--- src/rtl/midi_message_tx_if.sv ---
// Message handshake bundle between the synth control logic and the MIDI
// transmitter: valid/ready plus the status byte and two data bytes.
`timescale 1ns/1ps

interface midi_message_tx_if #(
  parameter int BYTE_W = 8
);
  logic              msg_valid;
  logic              msg_ready;
  logic [BYTE_W-1:0] MSG_CMD;
  logic [BYTE_W-1:0] MSG_DAT_0;
  logic [BYTE_W-1:0] MSG_DAT_1;

  // Producer side (voice allocator / patch echo)
  modport master (
    output msg_valid,
    output MSG_CMD,
    output MSG_DAT_0,
    output MSG_DAT_1,
    input  msg_ready
  );

  // Transmitter side
  modport slave (
    input  msg_valid,
    input  MSG_CMD,
    input  MSG_DAT_0,
    input  MSG_DAT_1,
    output msg_ready
  );
endinterface

--- src/rtl/midi_message_tx.sv ---
// MIDI message transmitter: accepts one complete message (status plus up to
// two data bytes), derives its length from the status byte and serialises it
// onto MIDI_OUT as 8N1 frames, LSB first, BIT_CYCLES sys_clk cycles per bit.
//
// Optional feature macro: MIDI_TX_RUNNING_STATUS_EN
//   When defined, a channel status byte equal to the last one sent is omitted
//   (running status). When undefined, the status byte is always sent.
//
// state   | meaning
// --------+---------------------------------------------------------------
// S_IDLE  | line high, msg_ready high, waiting for msg_valid
// S_LOAD  | one cycle: validate status, compute length, pick first byte
// S_START | start bit (line low) for BIT_CYCLES cycles
// S_DATA  | BYTE_W data bits, LSB first, BIT_CYCLES cycles each
// S_STOP  | stop bit (line high) for BIT_CYCLES cycles
// S_NEXT  | one idle-high cycle between bytes, advance byte index
// S_DONE  | one cycle with msg_done high, then back to idle
`timescale 1ns/1ps

module midi_message_tx #(
  parameter int BYTE_W    = 8,
  parameter int MIDI_BAUD = 31250,
  parameter int SYSCLK_F  = 48000000
) (
  input  logic             sys_clk,
  input  logic             rst_n,
  midi_message_tx_if.slave msg_if,
  output logic             MIDI_OUT,
  output logic             msg_done,
  output logic             msg_err
);

  // Truncated integer division; the resulting bit-time error is accepted.
  localparam int BIT_CYCLES = SYSCLK_F / MIDI_BAUD;
  localparam int CNT_W      = (BIT_CYCLES > 1) ? $clog2(BIT_CYCLES) : 1;
  localparam int BIT_W      = (BYTE_W > 1) ? $clog2(BYTE_W) : 1;
  localparam logic [CNT_W-1:0] BAUD_TC  = CNT_W'(BIT_CYCLES - 1);
  localparam logic [BIT_W-1:0] BIT_LAST = BIT_W'(BYTE_W - 1);

  typedef enum logic [2:0] {
    S_IDLE,
    S_LOAD,
    S_START,
    S_DATA,
    S_STOP,
    S_NEXT,
    S_DONE
  } state_t;

  state_t            state_q,    state_d;
  logic [CNT_W-1:0]  baud_cnt_q, baud_cnt_d;
  logic [BIT_W-1:0]  bit_cnt_q,  bit_cnt_d;
  logic [1:0]        byte_idx_q, byte_idx_d;
  logic [1:0]        last_idx_q, last_idx_d;
  logic [BYTE_W-1:0] cmd_q,      cmd_d;
  logic [BYTE_W-1:0] dat0_q,     dat0_d;
  logic [BYTE_W-1:0] dat1_q,     dat1_d;
  logic [BYTE_W-1:0] shift_q,    shift_d;
  logic              midi_out_q, midi_out_d;
  logic              msg_ready_q, msg_ready_d;
  logic              msg_done_q, msg_done_d;
  logic              msg_err_q,  msg_err_d;
`ifdef MIDI_TX_RUNNING_STATUS_EN
  logic [BYTE_W-1:0] run_stat_q, run_stat_d;
`endif

  logic       baud_tc;
  logic       is_system;
  logic [1:0] msg_len;
  logic [1:0] first_idx;

  // Number of bytes in a message, including the status byte.
  function automatic logic [1:0] len_of(input logic [BYTE_W-1:0] cmd);
    logic [3:0] hi;
    logic [3:0] lo;
    hi = cmd[BYTE_W-1 -: 4];
    lo = cmd[3:0];
    case (hi)
      4'hC, 4'hD: len_of = 2'd2;
      4'hF: begin
        if (lo == 4'h2)                      len_of = 2'd3;
        else if (lo == 4'h1 || lo == 4'h3)   len_of = 2'd2;
        else                                 len_of = 2'd1;
      end
      default:    len_of = 2'd3;
    endcase
  endfunction

  // Byte on the wire for a given index; data bytes always have bit 7 cleared.
  function automatic logic [BYTE_W-1:0] byte_at(
    input logic [1:0]        idx,
    input logic [BYTE_W-1:0] cmd,
    input logic [BYTE_W-1:0] d0,
    input logic [BYTE_W-1:0] d1
  );
    case (idx)
      2'd0:    byte_at = cmd;
      2'd1:    byte_at = {1'b0, d0[BYTE_W-2:0]};
      default: byte_at = {1'b0, d1[BYTE_W-2:0]};
    endcase
  endfunction

  assign baud_tc   = (baud_cnt_q == BAUD_TC);
  assign is_system = (cmd_q[BYTE_W-1 -: 4] == 4'hF);
  assign msg_len   = len_of(cmd_q);

  // First byte index: skip the status byte on a running-status hit.
  always_comb begin
    first_idx = 2'd0;
`ifdef MIDI_TX_RUNNING_STATUS_EN
    if (!is_system && (cmd_q == run_stat_q)) begin
      first_idx = 2'd1;
    end
`endif
  end

  // Next-state and registered-output computation for the whole transmitter.
  always_comb begin
    state_d     = state_q;
    baud_cnt_d  = baud_cnt_q;
    bit_cnt_d   = bit_cnt_q;
    byte_idx_d  = byte_idx_q;
    last_idx_d  = last_idx_q;
    cmd_d       = cmd_q;
    dat0_d      = dat0_q;
    dat1_d      = dat1_q;
    shift_d     = shift_q;
    midi_out_d  = midi_out_q;
    msg_ready_d = msg_ready_q;
    msg_done_d  = 1'b0;
    msg_err_d   = 1'b0;
`ifdef MIDI_TX_RUNNING_STATUS_EN
    run_stat_d  = run_stat_q;
`endif

    unique case (state_q)
      S_IDLE: begin
        midi_out_d  = 1'b1;
        msg_ready_d = 1'b1;
        if (msg_if.msg_valid && msg_ready_q) begin
          cmd_d       = msg_if.MSG_CMD;
          dat0_d      = msg_if.MSG_DAT_0;
          dat1_d      = msg_if.MSG_DAT_1;
          msg_ready_d = 1'b0;
          state_d     = S_LOAD;
        end
      end

      S_LOAD: begin
        if (!cmd_q[BYTE_W-1]) begin
          // Not a status byte: flag it and drop the message. msg_ready
          // rises on the following cycle from S_IDLE.
          msg_err_d = 1'b1;
          state_d   = S_IDLE;
        end else begin
          byte_idx_d = first_idx;
          last_idx_d = msg_len - 2'd1;
          shift_d    = byte_at(first_idx, cmd_q, dat0_q, dat1_q);
          baud_cnt_d = '0;
          midi_out_d = 1'b0;
          state_d    = S_START;
`ifdef MIDI_TX_RUNNING_STATUS_EN
          // Channel status loads the register, system common clears it,
          // real-time leaves it alone.
          if (!is_system) begin
            run_stat_d = cmd_q;
          end else if (!cmd_q[3]) begin
            run_stat_d = '0;
          end
`endif
        end
      end

      S_START: begin
        if (baud_tc) begin
          baud_cnt_d = '0;
          bit_cnt_d  = '0;
          midi_out_d = shift_q[0];
          shift_d    = shift_q >> 1;
          state_d    = S_DATA;
        end else begin
          baud_cnt_d = baud_cnt_q + CNT_W'(1);
        end
      end

      S_DATA: begin
        if (baud_tc) begin
          baud_cnt_d = '0;
          if (bit_cnt_q == BIT_LAST) begin
            midi_out_d = 1'b1;
            state_d    = S_STOP;
          end else begin
            bit_cnt_d  = bit_cnt_q + BIT_W'(1);
            midi_out_d = shift_q[0];
            shift_d    = shift_q >> 1;
          end
        end else begin
          baud_cnt_d = baud_cnt_q + CNT_W'(1);
        end
      end

      S_STOP: begin
        midi_out_d = 1'b1;
        if (baud_tc) begin
          baud_cnt_d = '0;
          if (byte_idx_q == last_idx_q) begin
            msg_done_d = 1'b1;
            state_d    = S_DONE;
          end else begin
            state_d    = S_NEXT;
          end
        end else begin
          baud_cnt_d = baud_cnt_q + CNT_W'(1);
        end
      end

      S_NEXT: begin
        byte_idx_d = byte_idx_q + 2'd1;
        shift_d    = byte_at(byte_idx_q + 2'd1, cmd_q, dat0_q, dat1_q);
        baud_cnt_d = '0;
        midi_out_d = 1'b0;
        state_d    = S_START;
      end

      S_DONE: begin
        msg_ready_d = 1'b1;
        state_d     = S_IDLE;
      end

      default: begin
        midi_out_d  = 1'b1;
        msg_ready_d = 1'b1;
        state_d     = S_IDLE;
      end
    endcase
  end

  // State and output registers; reset forces the line high immediately.
  always_ff @(posedge sys_clk or negedge rst_n) begin
    if (!rst_n) begin
      state_q     <= S_IDLE;
      baud_cnt_q  <= '0;
      bit_cnt_q   <= '0;
      byte_idx_q  <= '0;
      last_idx_q  <= '0;
      cmd_q       <= '0;
      dat0_q      <= '0;
      dat1_q      <= '0;
      shift_q     <= '0;
      midi_out_q  <= 1'b1;
      msg_ready_q <= 1'b1;
      msg_done_q  <= 1'b0;
      msg_err_q   <= 1'b0;
`ifdef MIDI_TX_RUNNING_STATUS_EN
      run_stat_q  <= '0;
`endif
    end else begin
      state_q     <= state_d;
      baud_cnt_q  <= baud_cnt_d;
      bit_cnt_q   <= bit_cnt_d;
      byte_idx_q  <= byte_idx_d;
      last_idx_q  <= last_idx_d;
      cmd_q       <= cmd_d;
      dat0_q      <= dat0_d;
      dat1_q      <= dat1_d;
      shift_q     <= shift_d;
      midi_out_q  <= midi_out_d;
      msg_ready_q <= msg_ready_d;
      msg_done_q  <= msg_done_d;
      msg_err_q   <= msg_err_d;
`ifdef MIDI_TX_RUNNING_STATUS_EN
      run_stat_q  <= run_stat_d;
`endif
    end
  end

  assign MIDI_OUT         = midi_out_q;
  assign msg_done         = msg_done_q;
  assign msg_err          = msg_err_q;
  assign msg_if.msg_ready = msg_ready_q;

endmodule

--- src/flat_wrapper.sv ---
// flat-port wrapper written by rule: the top's interface ports become plain ports
module midi_message_tx_flat 
#(
  parameter int BYTE_W    = 8,
  parameter int MIDI_BAUD = 31250,
  parameter int SYSCLK_F  = 48000000
)
  (sys_clk, rst_n, MIDI_OUT, msg_done, msg_err, msg_if_msg_valid, msg_if_MSG_CMD, msg_if_MSG_DAT_0, msg_if_MSG_DAT_1, msg_if_msg_ready);
  midi_message_tx_if #(.BYTE_W(BYTE_W)) msg_if_i ();
  input  logic sys_clk;
  input  logic rst_n;
  output logic MIDI_OUT;
  output logic msg_done;
  output logic msg_err;
  input wire logic [$bits(msg_if_i.msg_valid)-1:0] msg_if_msg_valid;
  input wire logic [$bits(msg_if_i.MSG_CMD)-1:0] msg_if_MSG_CMD;
  input wire logic [$bits(msg_if_i.MSG_DAT_0)-1:0] msg_if_MSG_DAT_0;
  input wire logic [$bits(msg_if_i.MSG_DAT_1)-1:0] msg_if_MSG_DAT_1;
  output wire logic [$bits(msg_if_i.msg_ready)-1:0] msg_if_msg_ready;
  assign msg_if_i.msg_valid = msg_if_msg_valid;
  assign msg_if_i.MSG_CMD = msg_if_MSG_CMD;
  assign msg_if_i.MSG_DAT_0 = msg_if_MSG_DAT_0;
  assign msg_if_i.MSG_DAT_1 = msg_if_MSG_DAT_1;
  assign msg_if_msg_ready = msg_if_i.msg_ready;
  midi_message_tx #(.BYTE_W(BYTE_W), .MIDI_BAUD(MIDI_BAUD), .SYSCLK_F(SYSCLK_F)) u_core (.sys_clk(sys_clk), .rst_n(rst_n), .msg_if(msg_if_i), .MIDI_OUT(MIDI_OUT), .msg_done(msg_done), .msg_err(msg_err));
endmodule
--- config.mk ---
export PLATFORM = sky130hd
export DESIGN_NAME = midi_message_tx_flat
export DESIGN_NICKNAME = d
export VERILOG_FILES = /design/src/rtl/midi_message_tx_if.sv /design/src/rtl/midi_message_tx.sv /design/src/flat_wrapper.sv
export SDC_FILE = /design/constraint.sdc
export NUM_CORES = 1
export LEC_CHECK = 0
export CORE_UTILIZATION = 59
export CTS_BUF_LIST = sky130_fd_sc_hd__clkbuf_8
export DETAILED_ROUTE_END_ITERATION = 10
export HOLD_SLACK_MARGIN = 0.02
export PLACE_DENSITY = 0.89
export SYNTH_ARGS = -nofsm -noshare
export SYNTH_HDL_FRONTEND = slang
export SYNTH_SLANG_ARGS = --single-unit
--- constraint.sdc ---
create_clock -name sys_clk -period 2.3 [get_ports sys_clk]
set_input_delay 0.46 -clock sys_clk [delete_from_list [all_inputs] [get_ports sys_clk]]
set_output_delay 0.46 -clock sys_clk [all_outputs]
set_load 0.03 [all_outputs]
==> impl_table.tex <==
\begin{tabular}{lr}
\hline
Metric & Value \\
\hline
\multicolumn{2}{l}{\textbf{Run status}} \\
\quad Result of the run & completed \\
\multicolumn{2}{l}{\textbf{Yosys}} \\
\quad Number of warnings reported in the yosys synthesis log & 0 \\
\quad Proportion of netlist area held by the largest area contributor & between 40\% and 50\% \\
\quad Average size of a mapped cell & 9.65 µm² \\
\quad Ys async rst share & 100\% \\
\quad Synthesized instance count & between 300 and 400 \\
\quad Biggest area contributors in the synthesized netlist & dfrtp\_1, mux2\_2, nand2\_1 \\
\quad Commonest cells post-synth & dfrtp\_1, nand2\_1, a21oi\_1, mux2\_2, inv\_1 \\
\quad Number of flip-flops and latches in the synthesized netlist & 55 \\
\quad Sequential area share after synthesis & between 40\% and 50\% \\
\quad Most used DFF post-synth & dfrtp\_1 \\
\quad Netlist cell types & 50 \\
\quad Number of synthesized flops with an enable pin & 0 \\
\quad Net Count, Synth & between 300 and 400 \\
\quad Most frequently used cell type in the post-synthesis netlist & dfrtp\_1 \\
\quad Combined area of all synthesized cells & around 0.003 mm² \\
\quad Largest area contributor in the synthesized netlist & dfrtp\_1 \\
\multicolumn{2}{l}{\textbf{Power}} \\
\quad Net switching power figure & 0.00141 W \\
\quad Internal Pwr Total & 0.00231 W \\
\quad Sequential fraction of design power & between 40\% and 50\% \\
\quad Pleak & $\sim$1.4 nW \\
\quad Power share of the clock group & between 10\% and 20\% \\
\quad Peak supply drop & 0.000745 V \\
\quad Logic gate share of total power & 36.7\% \\
\quad Sw Share & 37.9\% \\
\quad Total power divided by cell area & 1070 mW/mm² \\
\multicolumn{2}{l}{\textbf{Global route}} \\
\quad Maximum number of pins on one net before global-route repair & 34 \\
\quad Antenna violations before repair & 0 \\
\quad Number of global-route vias before repair & 2451 \\
\quad Overall overflow remaining after global route & 0 \\
\quad Total routing resource utilization after global routing & 28.6\% \\
\quad First-pass GRT wire length & between 10000 and 15000 µm \\
\multicolumn{2}{l}{\textbf{Drt}} \\
\quad Post-DR wirelength/cell & between 15 and 20 µm \\
\quad Detailed-route wire length & $\sim$6900 µm \\
\quad Via count & 2578 \\
\quad Avg Vias per Cell & about 6.4 \\
\quad Number of DRC markers in iteration 0 & between 200 and 300 \\
\quad Number of DRC violations after detailed routing & 0 \\
\quad Final antenna-violating net count & 0 \\
\quad Detailed-routing iteration count for the pre-antenna-repair pass & 5 \\
\multicolumn{2}{l}{\textbf{Setup path}} \\
\quad Highest fanout seen on the critical path & 16 \\
\quad Critical path's top delay family & adder cells \\
\quad Worst-path cell with the longest stage delay & ha\_1 \\
\quad Startpoint class of the critical path & flop \\
\quad Cell Chain, Critical Path & inv\_1 -> ha\_1 -> nor2b\_1 -> o21a\_1 -> o31ai\_1 -> mux2i\_1 \\
\quad Required arrival time at the worst endpoint & 2.49 ns \\
\quad Crit path buffers/inverters & 1 \\
\quad Kind of end point of the critical path & flop \\
\quad Max incr delay on CP & 0.60 ns \\
\quad Worst Path Arrival & approximately 2.3 ns \\
\quad Path type of the worst setup path & flop to flop \\
\multicolumn{2}{l}{\textbf{Cells and area}} \\
\quad Non-filler instance count after layout & 403 \\
\quad Post-route cell area & between 0.003 and 0.004 mm² \\
\quad Area of combinational cells with multiple inputs & 0.00147 mm² \\
\quad Register area & between 0.001 and 0.0015 mm² \\
\quad Area growth, synth to finish & 16.3\% \\
\quad Filler cell count in the final layout & around 330 \\
\quad Total number of nets in the final design & around 370 \\
\quad Count of inserted antenna diode cells & 0 \\
\quad Fraction of final layout cells with drive strength greater than 1 & a little over an eighth \\
\multicolumn{2}{l}{\textbf{Timing}} \\
\quad Worst rel slew slack & around 62\% \\
\quad Highest Clock Rate & 483 MHz \\
\quad Slew Limit Fails & 0 \\
\quad Number of endpoints with negative hold slack in the final report & 0 \\
\quad Setup TNS after final layout & 0 ns \\
\quad Clock Skews & approximately 0.016 ns \\
\quad Total setup violations reported at the end of the flow & 0 \\
\quad Tightest hold margin & 0.118 ns \\
\quad Least-Margin Pin Slew & between 0.5 and 0.6 ns \\
\quad Part of the cycle the worst path needs & $\sim$90\% \\
\quad Final critical-path setup slack & approximately 0.23 ns \\
\quad Tmin final & 2.07 ns \\
\quad Unrepaired setup endpoints after global routing & no \\
\multicolumn{2}{l}{\textbf{Die}} \\
\quad Floorplan Core Area & 0.00479 mm² \\
\quad Ports placed on the boundary & 31 \\
\quad Initial cell density of the core & a little over three fifths \\
\quad Placement row count & 25 \\
\quad Die Area & roughly 0.0054 mm² \\
\quad Die extent in y & approximately 73 µm \\
\quad Die W & about 73 µm \\
\multicolumn{2}{l}{\textbf{Place}} \\
\quad Placed Cells incl. Taps & about 400 \\
\quad Final weighted congestion of routability-driven global placement & roughly 0.86 \\
\quad Quantity of I/O buffers inserted on ports & 28 \\
\quad Placed instance area & 0.00337 mm² \\
\quad HPWL reported at the end of detailed placement & about 4800 µm \\
\quad DP Worst Slack & approximately 0.32 ns \\
\multicolumn{2}{l}{\textbf{CTS}} \\
\quad Bufs on Longest Clock Path & 2 \\
\quad Root buffer cell & clkbuf\_8 \\
\quad Number of sinks driven by the clock tree & 55 \\
\quad Total CTS buffers & 5 \\
\quad Clock tree from TritonCTS & built \\
\quad Setup repair bufs after CTS & 0 \\
\quad \# resized after CTS & 0 \\
\quad Clock transition at path regs & $\sim$0.10 ns \\
\quad Clock latency on the worst-skew pair & about 0.31 ns \\
\quad Number of H-tree levels & 2 \\
\quad Hold Buf Count CTS & 0 \\
\multicolumn{2}{l}{\textbf{Hold path}} \\
\quad Worst min-delay path class & input port to asynchronous set/reset pin \\
\multicolumn{2}{l}{\textbf{Job}} \\
\quad Number of max-cap violations & 0 \\
\hline
\end{tabular}
## area by class of cell
class	instances	share of cell area, %
clock buffers	5	1.98
clock inverters	3	1.26
inverters	17	1.83
multi-input cells	219	42.3
flip-flops and latches	55	39.6
well taps	67	2.41
repair buffers	37	10.6
## stage by stage
stage	utilization, %	power, W
floorplan	-	0.00261
global placement	70.4	0.00295
detailed placement	70.4	0.00304
CTS	72.7	0.00369
global route	72.7	0.00395
finish	72.7	0.00371
## final timing paths
path                            cells after the start  slack, ns                   end            startpoint
worst min-delay path                                1       0.12   u_core.bit_cnt_q[1]                 rst_n
worst max register to register                      6       0.23     u_core.shift_q[6]  u_core.byte_idx_q[0]
worst max-delay path                                6       0.23     u_core.shift_q[6]  u_core.byte_idx_q[0]
worst min register to register                      1       0.52      u_core.dat0_q[0]      u_core.dat0_q[0]
max in group asynchronous                           2       1.61  u_core.last_idx_q[0]                 rst_n
min in group sys_clk                                1       0.52      u_core.dat0_q[0]      u_core.dat0_q[0]
## registers in the layout, summed over array words and instances (netlist names)
register	count
u_core.baud_cnt_q	11
u_core.msg_err	1
u_core.MIDI_OUT	1
u_core.dat0_q	7
u_core.state_q	3
u_core.byte_idx_q	2
u_core.bit_cnt_q	3
u_core.msg_done	1
u_core.msg_if.msg_ready	1
u_core.shift_q	8
u_core.dat1_q	7
u_core.last_idx_q	2
u_core.cmd_q	8
## layer usage
layer	GRT usage, %	vias up	routed length (µm)
li1	-	1194	-
met1	39.8	1245	2970
met2	45.7	121	3300
met3	4.83	18	446
met4	9.59	0	153
met5	0	-	0
## layout by cell type (no fill, tap or decap), drive strengths merged, types with 9 or more instances in the layout
cell            n
nand3          11
o31ai          12
a21oi          27
buf            10
nand2          40
o211ai          9
nand4          11
dfrtp          53
clkdlybuf4s50  27
mux2           21
o21ai          10
inv            17
## power by group through the flow
stage,logic [W],registers (W),clock network (W)
after detailed placement,0.00134,0.00170,0
final,0.00136,0.00170,0.000643
after floorplan,0.00100,0.00161,0
after global placement,0.00127,0.00167,0
after CTS,0.00135,0.00169,0.000653
after global routing,0.00151,0.00175,0.000691
## cell families after synthesis
group,Yosys count,synth area share [%]
AO/OA/AOI/OAI,86,19.0
XOR/XNOR,3,0.878
adder cells (fa/ha/maj),5,2.09
buffers and inverters,36,4.98
flip-flops,55,46.1
multiplexers,29,10.6
AND/OR/NAND/NOR,96,16.4
Power figures use the tool's default switching activity.
